[config.mk]
export PLATFORM = sky130hd
export DESIGN_NAME = ll_window_acc
export DESIGN_NICKNAME = d
export VERILOG_FILES = /design/src/rtl/ll_window_acc.sv
export SDC_FILE = /design/constraint.sdc
export NUM_CORES = 1
export LEC_CHECK = 0
export ABC_AREA = 1
export ABC_CLOCK_PERIOD_IN_PS = 4500
export CAP_MARGIN = 20
export CORE_MARGIN = 5
export CORE_UTILIZATION = 40
export DETAILED_ROUTE_END_ITERATION = 10
export SETUP_SLACK_MARGIN = 0.5
export SLEW_MARGIN = 15
export SYNTH_ARGS = -nofsm -noshare
export SYNTH_HDL_FRONTEND = slang
export SYNTH_SLANG_ARGS = --single-unit
[constraint.sdc]
create_clock -name clk -period 4.5 [get_ports clk]
set_input_delay 0.9 -clock clk [delete_from_list [all_inputs] [get_ports clk]]
set_output_delay 0.9 -clock clk [all_outputs]
set_load 0.05 [all_outputs]
[src/rtl/ll_window_acc.sv]
// Sliding-window line-length accumulator: keeps a running sum of the last
// win_len sample magnitudes and flags when that sum exceeds a threshold.
module ll_window_acc #(
    parameter int unsigned input_width = 32,
    parameter int unsigned win_len     = 16,
    parameter int unsigned sum_width   = input_width + $clog2(win_len)
) (
    input  logic                       clk,
    input  logic                       rst,
    input  logic [input_width:0]       din,
    input  logic                       din_valid,
    input  logic                       clr,
    input  logic [sum_width-1:0]       thresh,
    output logic [sum_width-1:0]       ll_sum,
    output logic                       sum_valid,
    output logic                       detect,
    output logic [$clog2(win_len):0]   fill_cnt
);

    localparam int unsigned ptr_w = $clog2(win_len);
    localparam logic [ptr_w:0] full_cnt = (ptr_w + 1)'(win_len);

    typedef enum logic [0:0] {StFill, StRun} state_e;

    state_e                 state_q, state_d;
    logic [sum_width-1:0]   sum_q, sum_d;
    logic [ptr_w:0]         fill_q, fill_d;
    logic [ptr_w-1:0]       wr_ptr_q, wr_ptr_d;
    logic                   detect_q, detect_d;
    logic [input_width-1:0] mem_q [win_len];

    logic [input_width-1:0] mag;
    logic [input_width-1:0] old_mag;
    logic                   accept;

    // Next-state: flush on clr, otherwise slide the window on each accepted sample.
    always_comb begin
        mag      = din[input_width-1:0];
        // Slots are only read once the window is full, so stale contents never leak in.
        old_mag  = (state_q == StRun) ? mem_q[wr_ptr_q] : '0;
        accept   = din_valid && !clr;
        state_d  = state_q;
        sum_d    = sum_q;
        fill_d   = fill_q;
        wr_ptr_d = wr_ptr_q;
        if (clr) begin
            state_d  = StFill;
            sum_d    = '0;
            fill_d   = '0;
            wr_ptr_d = '0;
        end else if (din_valid) begin
            sum_d    = sum_q + sum_width'(mag) - sum_width'(old_mag);
            wr_ptr_d = wr_ptr_q + ptr_w'(1);
            if (state_q == StFill) begin
                fill_d = fill_q + (ptr_w + 1)'(1);
                if (fill_d == full_cnt) begin
                    state_d = StRun;
                end
            end
        end
        // Threshold is re-sampled every cycle, even without a new sample.
        detect_d = (state_d == StRun) && (sum_d > thresh);
    end

    // Control and output registers with asynchronous reset.
    always_ff @(posedge clk or posedge rst) begin
        if (rst) begin
            state_q  <= StFill;
            sum_q    <= '0;
            fill_q   <= '0;
            wr_ptr_q <= '0;
            detect_q <= 1'b0;
        end else begin
            state_q  <= state_d;
            sum_q    <= sum_d;
            fill_q   <= fill_d;
            wr_ptr_q <= wr_ptr_d;
            detect_q <= detect_d;
        end
    end

    // Sample buffer; no reset needed since FILL never reads it.
    always_ff @(posedge clk) begin
        if (accept) begin
            mem_q[wr_ptr_q] <= mag;
        end
    end

    assign ll_sum    = sum_q;
    assign sum_valid = (state_q == StRun);
    assign detect    = detect_q;
    assign fill_cnt  = fill_q;

endmodule

Yosys cells after proc, flatten, opt, wreduce, memory -nomap -nowiden
Memory sizes are Yosys's and may differ from the RTL's.
Cells that the tools add are included.
{ "totals": {"register_bits": 47, "word_cells": 32, "ram_bits": 512, "output_inout_bits": 43, "mem_count": 1} }
{ "classes": {"eq_ne": 2, "n_reduce_logical": 5, "order_cmp": 1, "muxes": 14, "addsub": 4} }
{ "memory_table": {"columns": ["name", "words", "width", "rd", "rd_ports_with_merged_regs", "wr", "line", "rtl"], "rows": [
  ["mem_q", 16, 32, 1, 0, 1, "30", "logic [input_width-1:0] mem_q [win_len];"]
]} }
{ "ops": {"columns": ["operator", "n"], "rows": [
  ["36-bit 2-to-1 mux", 2],
  ["36-bit by 32-bit adder with 36-bit output", 1],
  ["36-bit greater-than comparator", 1],
  ["36-bit by 32-bit subtractor with 36-bit output", 1],
  ["32-bit 2-to-1 mux", 1],
  ["5-bit 2-to-1 mux", 3],
  ["4-bit 2-to-1 mux", 2],
  ["1-bit 2-to-1 mux", 6],
  ["5-bit by 1-bit adder with 5-bit output (second input constant)", 1],
  ["5-bit equality test (second input constant)", 1],
  ["4-bit by 1-bit adder with 4-bit output (second input constant)", 1],
  ["1-bit logical AND", 2],
  ["2-bit inequality test (second input constant)", 1],
  ["2-bit AND reduction", 1],
  ["2-bit nonzero test", 1],
  ["1-bit logical NOT", 1]
]} }

Depth between registers and ports, before layout
{ "logic_depth": {"word_depth": 7, "mapped_depth": 34} }

Worst setup path after synthesis
Ideal clock, no wire load.
{ "synth_path": {"path_type": "register to register", "from": "register wr_ptr_q[0]", "to": "register detect_q (netlist: detect)", "t_arrival_ns": 4.053, "path_slack_ns": 0.335, "required_ns": 4.387, "path_buffers": 3, "path_stages_with_launch": 32, "period_less_slack_ns": 4.165, "path_cell_list": "dfrtp_1 -> buf_6 -> inv_4 -> buf_6 -> buf_4 -> nor2_1 -> o22ai_1 -> nand2_1 -> a41oi_1 -> fa_1 -> inv_1 -> ha_1 -> a21oi_1 -> nand2_1 -> nand2_1 -> nand3_1 -> nand2_1 -> nand2_1 -> nand2_1 -> nand3_1 -> nand3_1 -> nand2_1 -> ha_1 -> nand2_1 -> nor2_1 -> nand2_1 -> nor3_1 -> nand2_1 -> o31ai_1 -> inv_1 -> nand2_1 -> inv_1"} }
{ "synth_via": {"elab_chain_len": 7} }
{ "synth_rtl": {"columns": ["element", "line", "rtl"], "rows": [
  ["start: declaration", "28", "logic [ptr_w-1:0] wr_ptr_q, wr_ptr_d;"],
  ["start signal: assignment", "77", "wr_ptr_q <= wr_ptr_d;"],
  ["memory read 16 x 32 bit", null, null],
  ["32-bit 2-to-1 mux", "40", "old_mag = (state_q == StRun) ? mem_q[wr_ptr_q] : '0;"],
  ["36-bit by 32-bit subtractor with 36-bit output", "52", "sum_d = sum_q + sum_width'(mag) - sum_width'(old_mag);"],
  ["36-bit 2-to-1 mux", "51", "end else if (din_valid) begin"],
  ["36-bit 2-to-1 mux", "46", "if (clr) begin"],
  ["named net sum_d[34]", "26", "logic [sum_width-1:0] sum_q, sum_d;"],
  ["36-bit greater-than comparator", "62", "detect_d = (state_d == StRun) && (sum_d > thresh);"],
  ["1-bit logical AND", "62", null],
  ["named net detect_d", "29", "logic detect_q, detect_d;"],
  ["end signal: assignment", "78", "detect_q <= detect_d;"],
  ["end: declaration", "29", null]
]} }
The timed path passes the listed nets, and every way through them passes these cells.
A chain may end at the register's enable or synchronous reset.

Worst setup path after layout
Ends and elaborated chain as after synthesis.

==> results.md <==
- The sequential cell fraction of total power is 0.371.
- The number of antenna violations at the first check in global routing is 0.
- Summed over all nets, wire length on met3 after detailed routing comes to 5.39 mm.
- The number of antenna-violating nets in the routed design is 0.
- After the last flow step, the layout net total stands at 2975.
- The area of the core is 0.0646 mm^2.
- The placed instance area is 0.0306 mm^2.
- Port buffering added 114 buffers.
- The final core utilization is 0.515.
- The cell at the slowest stage of the critical path is sky130_fd_sc_hd__dfrtp_4.
- The wire length reported by the detailed router is 79.1 mm.
- Using the TritonRoute via totals, the vias-per-cell ratio works out to 5.34.
- The headroom to the max-slew limit is 0.594.
- Counting flops with an async set or reset pin after synthesis yields a share of 0.0841.
- The sequential fraction of the synthesis area is 0.634.
- The mean post-synth cell area is 10.7 um^2.
- The final critical-path setup slack is -0.279 ns.
- The netlist uses 40 different library cells.
- The number of clock buffers added by TritonCTS is 56.
- Derived from the worst setup path, the maximum achievable clock frequency is 0.209 GHz.
- Of all nets on the critical path, the largest fanout is 28.
- The net count after synthesis is 2613.
- The data arrival time of the critical path is 5.28 ns.
- The worst setup timing slack at the placement stage is -0.669 ns.
- The switching power summed over all nets is 5.40 mW.
- The data required time at the worst endpoint is 5.00 ns.
- The highest layer touched by signal routing is met4.
- The number of global-route vias before repair is 19400.
- Entering global routing, the biggest net connects 40 pins.
- Setup violations remaining at the end of the flow were counted as 1.
- The setup skew after layout is 0.0325 ns.
- The run finished, with violations left.
- The timing startpoint of the critical path is wr_ptr_q[0]$_DFFE_PP0P_.
- The count of buffering cells on the critical path with inverters included is 11.
- Measured along the x axis, the die boundary spans 266 um.
- After detailed routing, the number of remaining DRC violations is 0.
- The post-layout minimum cycle time is 4.78 ns.
- Across the VDD grid, the largest voltage drop is 0.000350 V.
- The number of hold buffers added after CTS was 0.
- The post-synth design cell area is 0.0261 mm^2.
- In the global route stage, overall resource usage came out at 0.218.
- The number of instances on the worst hold path is 2.
- The detailed router placed 19700 vias in this run.
- The first global-routing pass estimated 118 mm of wire.
- The count of flip-flops with a built-in enable after synthesis is 512.
- The combinational cell fraction of total power is 0.357.
- In this run the number of H-tree levels came out at 2.
- In this run the static leakage power is 12.8 nW.
- In this run the register-to-register setup slack is -0.28 ns.
- The congestion estimate from routability-driven global placement came to 0.903.
- The repair_antennas step left the layout with diodes totalling 0.
- For this configuration, the core starts out at a cell density of 0.405.
- The die area is 0.0705 mm^2.
- The clock net sink count is 559.
- The synthesized design contains 559 register bits.
- The post-route clock period utilization is 1.06.
- Clock tree synthesis selected as its root buffer the cell sky130_fd_sc_hd__clkbuf_16.
- Dividing the detail-routed wire length by the instance count gives 21.4 um.
- The actual transition at the worst max-transition pin is 0.608 ns.
- The number of optimization iterations in the first detailed-route pass is 7.
- Internal power comes to 10.6 mW.
- The reg-to-reg endpoint is detect$_DFF_PP0_.
- The capturing instance or port of the critical path is detect$_DFF_PP0_.
- The routed metal-1 wirelength is 33.3 mm.
- The half-perimeter wire length of the detailed placement result is 50.9 mm.
- The power per cell area is 481 mW/mm^2.
- The critical path crosses 31 cells after its start point.
- From bottom edge to top edge, the die measures 266 um.
- The synthesis-to-layout area growth is 27.4%.
- The checks that failed: setup timing.
- Of the total power, the share spent switching nets is 0.337.
- STA classifies the critical path endpoint as a register.
- The sort of element at the start of the critical path is a register.
- The kind of cell adding the most delay to the critical path is buffers and inverters.
- The final non-filler cell area is 0.0333 mm^2.
- The final-report max-slew violation count is 0.
- The delay of the slowest cell on the worst path is 0.59 ns.
- The clock latency at the later pin of the worst-skew pair is 0.61 ns.
- Max-cap violations in this run came to 0.
- The count of endpoints failing hold in the final timing report is 0.
- In the final layout, the share of cells above drive strength 1 is 0.184.
- For this block, the initial DRC count from the detailed router was 1773.
- The clock network fraction of design power is 0.272.
- The critical path in this run is classified as reg -> reg.
- For the worst flop-to-flop path, the logic depth is 31.
- In the detailed route, the total length drawn on met2 is 37.5 mm.
- The maximum count of clock buffers along a single path is 3.
- For this run, the leading register cell type out of synthesis is sky130_fd_sc_hd__edfxtp_1.
- Setup repair after global routing could not meet its margin everywhere.
- Global routing finished with a remaining overflow of 0.
- The most common cell type on the critical path is sky130_fd_sc_hd__nand2_1.
- Synthesis produced a netlist whose cell count is 2431.
- The final cell count without fillers is 3693.
- The count of placed standard cells including taps is 3569.
- The total of warnings raised by yosys is 0.
- After clock tree synthesis, the clock-pin slew on the worst setup and hold paths is 0.07 ns.
- The cell row count is 93.
- The classification of the worst-slack hold path is reg -> reg.
- 116 I/O pins were placed.
- The TritonCTS clock tree is built.
- In this run the critical register-to-register path is launched from wr_ptr_q[0]$_DFFE_PP0P_.
## cells in the final DEF, fill, tap and decap left out, types with 4 or more instances in the layout
cell and instances:
sky130_fd_sc_hd__edfxtp_1 512, sky130_fd_sc_hd__nand2_1 372, sky130_fd_sc_hd__nor2_1 312, sky130_fd_sc_hd__inv_1 275
sky130_fd_sc_hd__buf_4 242, sky130_fd_sc_hd__o21ai_0 198, sky130_fd_sc_hd__o22ai_1 137, sky130_fd_sc_hd__clkdlybuf4s50_1 114
sky130_fd_sc_hd__o21ai_1 105, sky130_fd_sc_hd__clkbuf_16 58, sky130_fd_sc_hd__ha_1 50, sky130_fd_sc_hd__nand3_1 49
sky130_fd_sc_hd__dfrtp_1 44, sky130_fd_sc_hd__a21oi_1 41, sky130_fd_sc_hd__buf_12 32, sky130_fd_sc_hd__fa_1 31
sky130_fd_sc_hd__ha_4 26, sky130_fd_sc_hd__nand2_2 25, sky130_fd_sc_hd__nor2_4 23, sky130_fd_sc_hd__a21oi_2 19
sky130_fd_sc_hd__a41oi_2 17, sky130_fd_sc_hd__clkbuf_1 17, sky130_fd_sc_hd__clkinv_1 15, sky130_fd_sc_hd__nor2_2 14
sky130_fd_sc_hd__a41oi_1 13, sky130_fd_sc_hd__clkinv_2 7, sky130_fd_sc_hd__nor3_1 7, sky130_fd_sc_hd__inv_2 6
sky130_fd_sc_hd__buf_16 6, sky130_fd_sc_hd__buf_6 6, sky130_fd_sc_hd__nand3_2 4, sky130_fd_sc_hd__o21bai_1 4
## kinds of logic (layout without fill, tap and decap cells)
logic type	Yosys count	count (layout)	synth area share
XOR/XNOR	3	3	0.00101
AND/OR/NAND/NOR	818	818	0.122
flip-flops	559	559	0.634
AO/OA/AOI/OAI	553	553	0.120
adder cells (fa/ha/maj)	109	109	0.0614
buffers and inverters	389	796	0.0616
## how the worst min path moves through the flow
stage                                  from                      end  slack (ns)
finish                 ll_sum[20]$_DFF_PP0_     ll_sum[20]$_DFF_PP0_        0.56
global route           ll_sum[27]$_DFF_PP0_     ll_sum[27]$_DFF_PP0_        0.58
CTS                    ll_sum[20]$_DFF_PP0_     ll_sum[20]$_DFF_PP0_        0.56
detailed placement     ll_sum[27]$_DFF_PP0_     ll_sum[27]$_DFF_PP0_        0.54
global placement       ll_sum[20]$_DFF_PP0_     ll_sum[20]$_DFF_PP0_        0.54
floorplan           wr_ptr_q[3]$_DFFE_PP0P_  wr_ptr_q[3]$_DFFE_PP0P_        0.50
## metrics by stage
stage	hold slack [ns]	TNS (ns)	total power [mW]
2_1_floorplan	0.500	0	9.00
3_3_place_gp	0.542	-0.704	11.1
3_5_place_dp	0.540	-0.669	11.2
4_1_cts	0.556	-0.236	15.9
5_1_grt	0.580	-0.606	16.8
6_report	0.555	-0.279	16.0
## registers in the layout, indices dropped and copies added, names as in the netlist
name       flops
detect         1
ll_sum        36
sum_valid      1
fill_cnt       5
mem_q        512
wr_ptr_q       4
## layer usage
| metal | vias up | global-route usage |
|---|---|---|
| met5 | - | 0 |
| met4 | 0 | 0.0796 |
| met3 | 136 | 0.0336 |
| met2 | 730 | 0.353 |
| met1 | 9671 | 0.299 |
| li1 | 9167 | - |
## worst register-to-register path: cells and delay by family (launching register included)
| family | cells | cell delay [ns] |
|---|---|---|
| simple gates | 14 | 1.20 |
| flops | 1 | 0.59 |
| fa+ha+maj | 3 | 0.93 |
| buf+inv | 11 | 1.34 |
| compound gates | 3 | 0.62 |
## area by class of cell
| class | count | area (um^2) |
|---|---|---|
| Multi-Input combinational cell | 1483 | 8860 |
| Inverter | 284 | 1080 |
| Timing Repair inverter | 1 | 11.3 |
| Clock buffer | 73 | 1470 |
| Timing Repair Buffer | 408 | 4020 |
| Fill cell | 5631 | 31300 |
| Clock inverter | 30 | 216 |
| Sequential cell | 559 | 16600 |
| Tap cell | 855 | 1070 |
## power by group through the flow
stage	Clock (mW)	Sequential, mW	Combinational, mW
2_1_floorplan	0	6.41	2.59
3_3_place_gp	0	6.04	5.10
3_5_place_dp	0	6.05	5.13
4_1_cts	4.43	5.94	5.56
5_1_grt	4.65	5.95	6.24
6_report	4.36	5.94	5.72
## Yosys cell counts, drive strengths merged, types with 2 or more instances
library cell / count / area share
dfrtp: 47 / 0.045
xor2: 2 / 0.00067
o21ai: 304 / 0.058
and2: 2 / 0.00048
nand3b: 2 / 0.00057
buf: 46 / 0.012
nor2: 349 / 0.050
o21bai: 4 / 0.0011
a21o: 3 / 0.00086
o21a: 2 / 0.00057
nand3: 54 / 0.011
nand2: 398 / 0.057
clkbuf: 59 / 0.0085
inv: 283 / 0.041
nor3: 9 / 0.0017
a41oi: 32 / 0.012
nor4: 2 / 0.0011
fa: 32 / 0.025
a21oi: 63 / 0.012
a21boi: 2 / 0.00057
ha: 77 / 0.037
edfxtp: 512 / 0.59
nand4: 2 / 0.00048
o22ai: 139 / 0.033
## repair_timing
| item | 4_1_cts | 5_1_grt |
|---|---|---|
| endpoints found under the setup margin | 1 | 10 |
| pin swaps | 20 | 10 |
| gates resized for setup | 111 | 28 |
| cloned | 6 | 2 |
| setup buffers | 10 | 3 |
(Power assumes the default switching activity.)
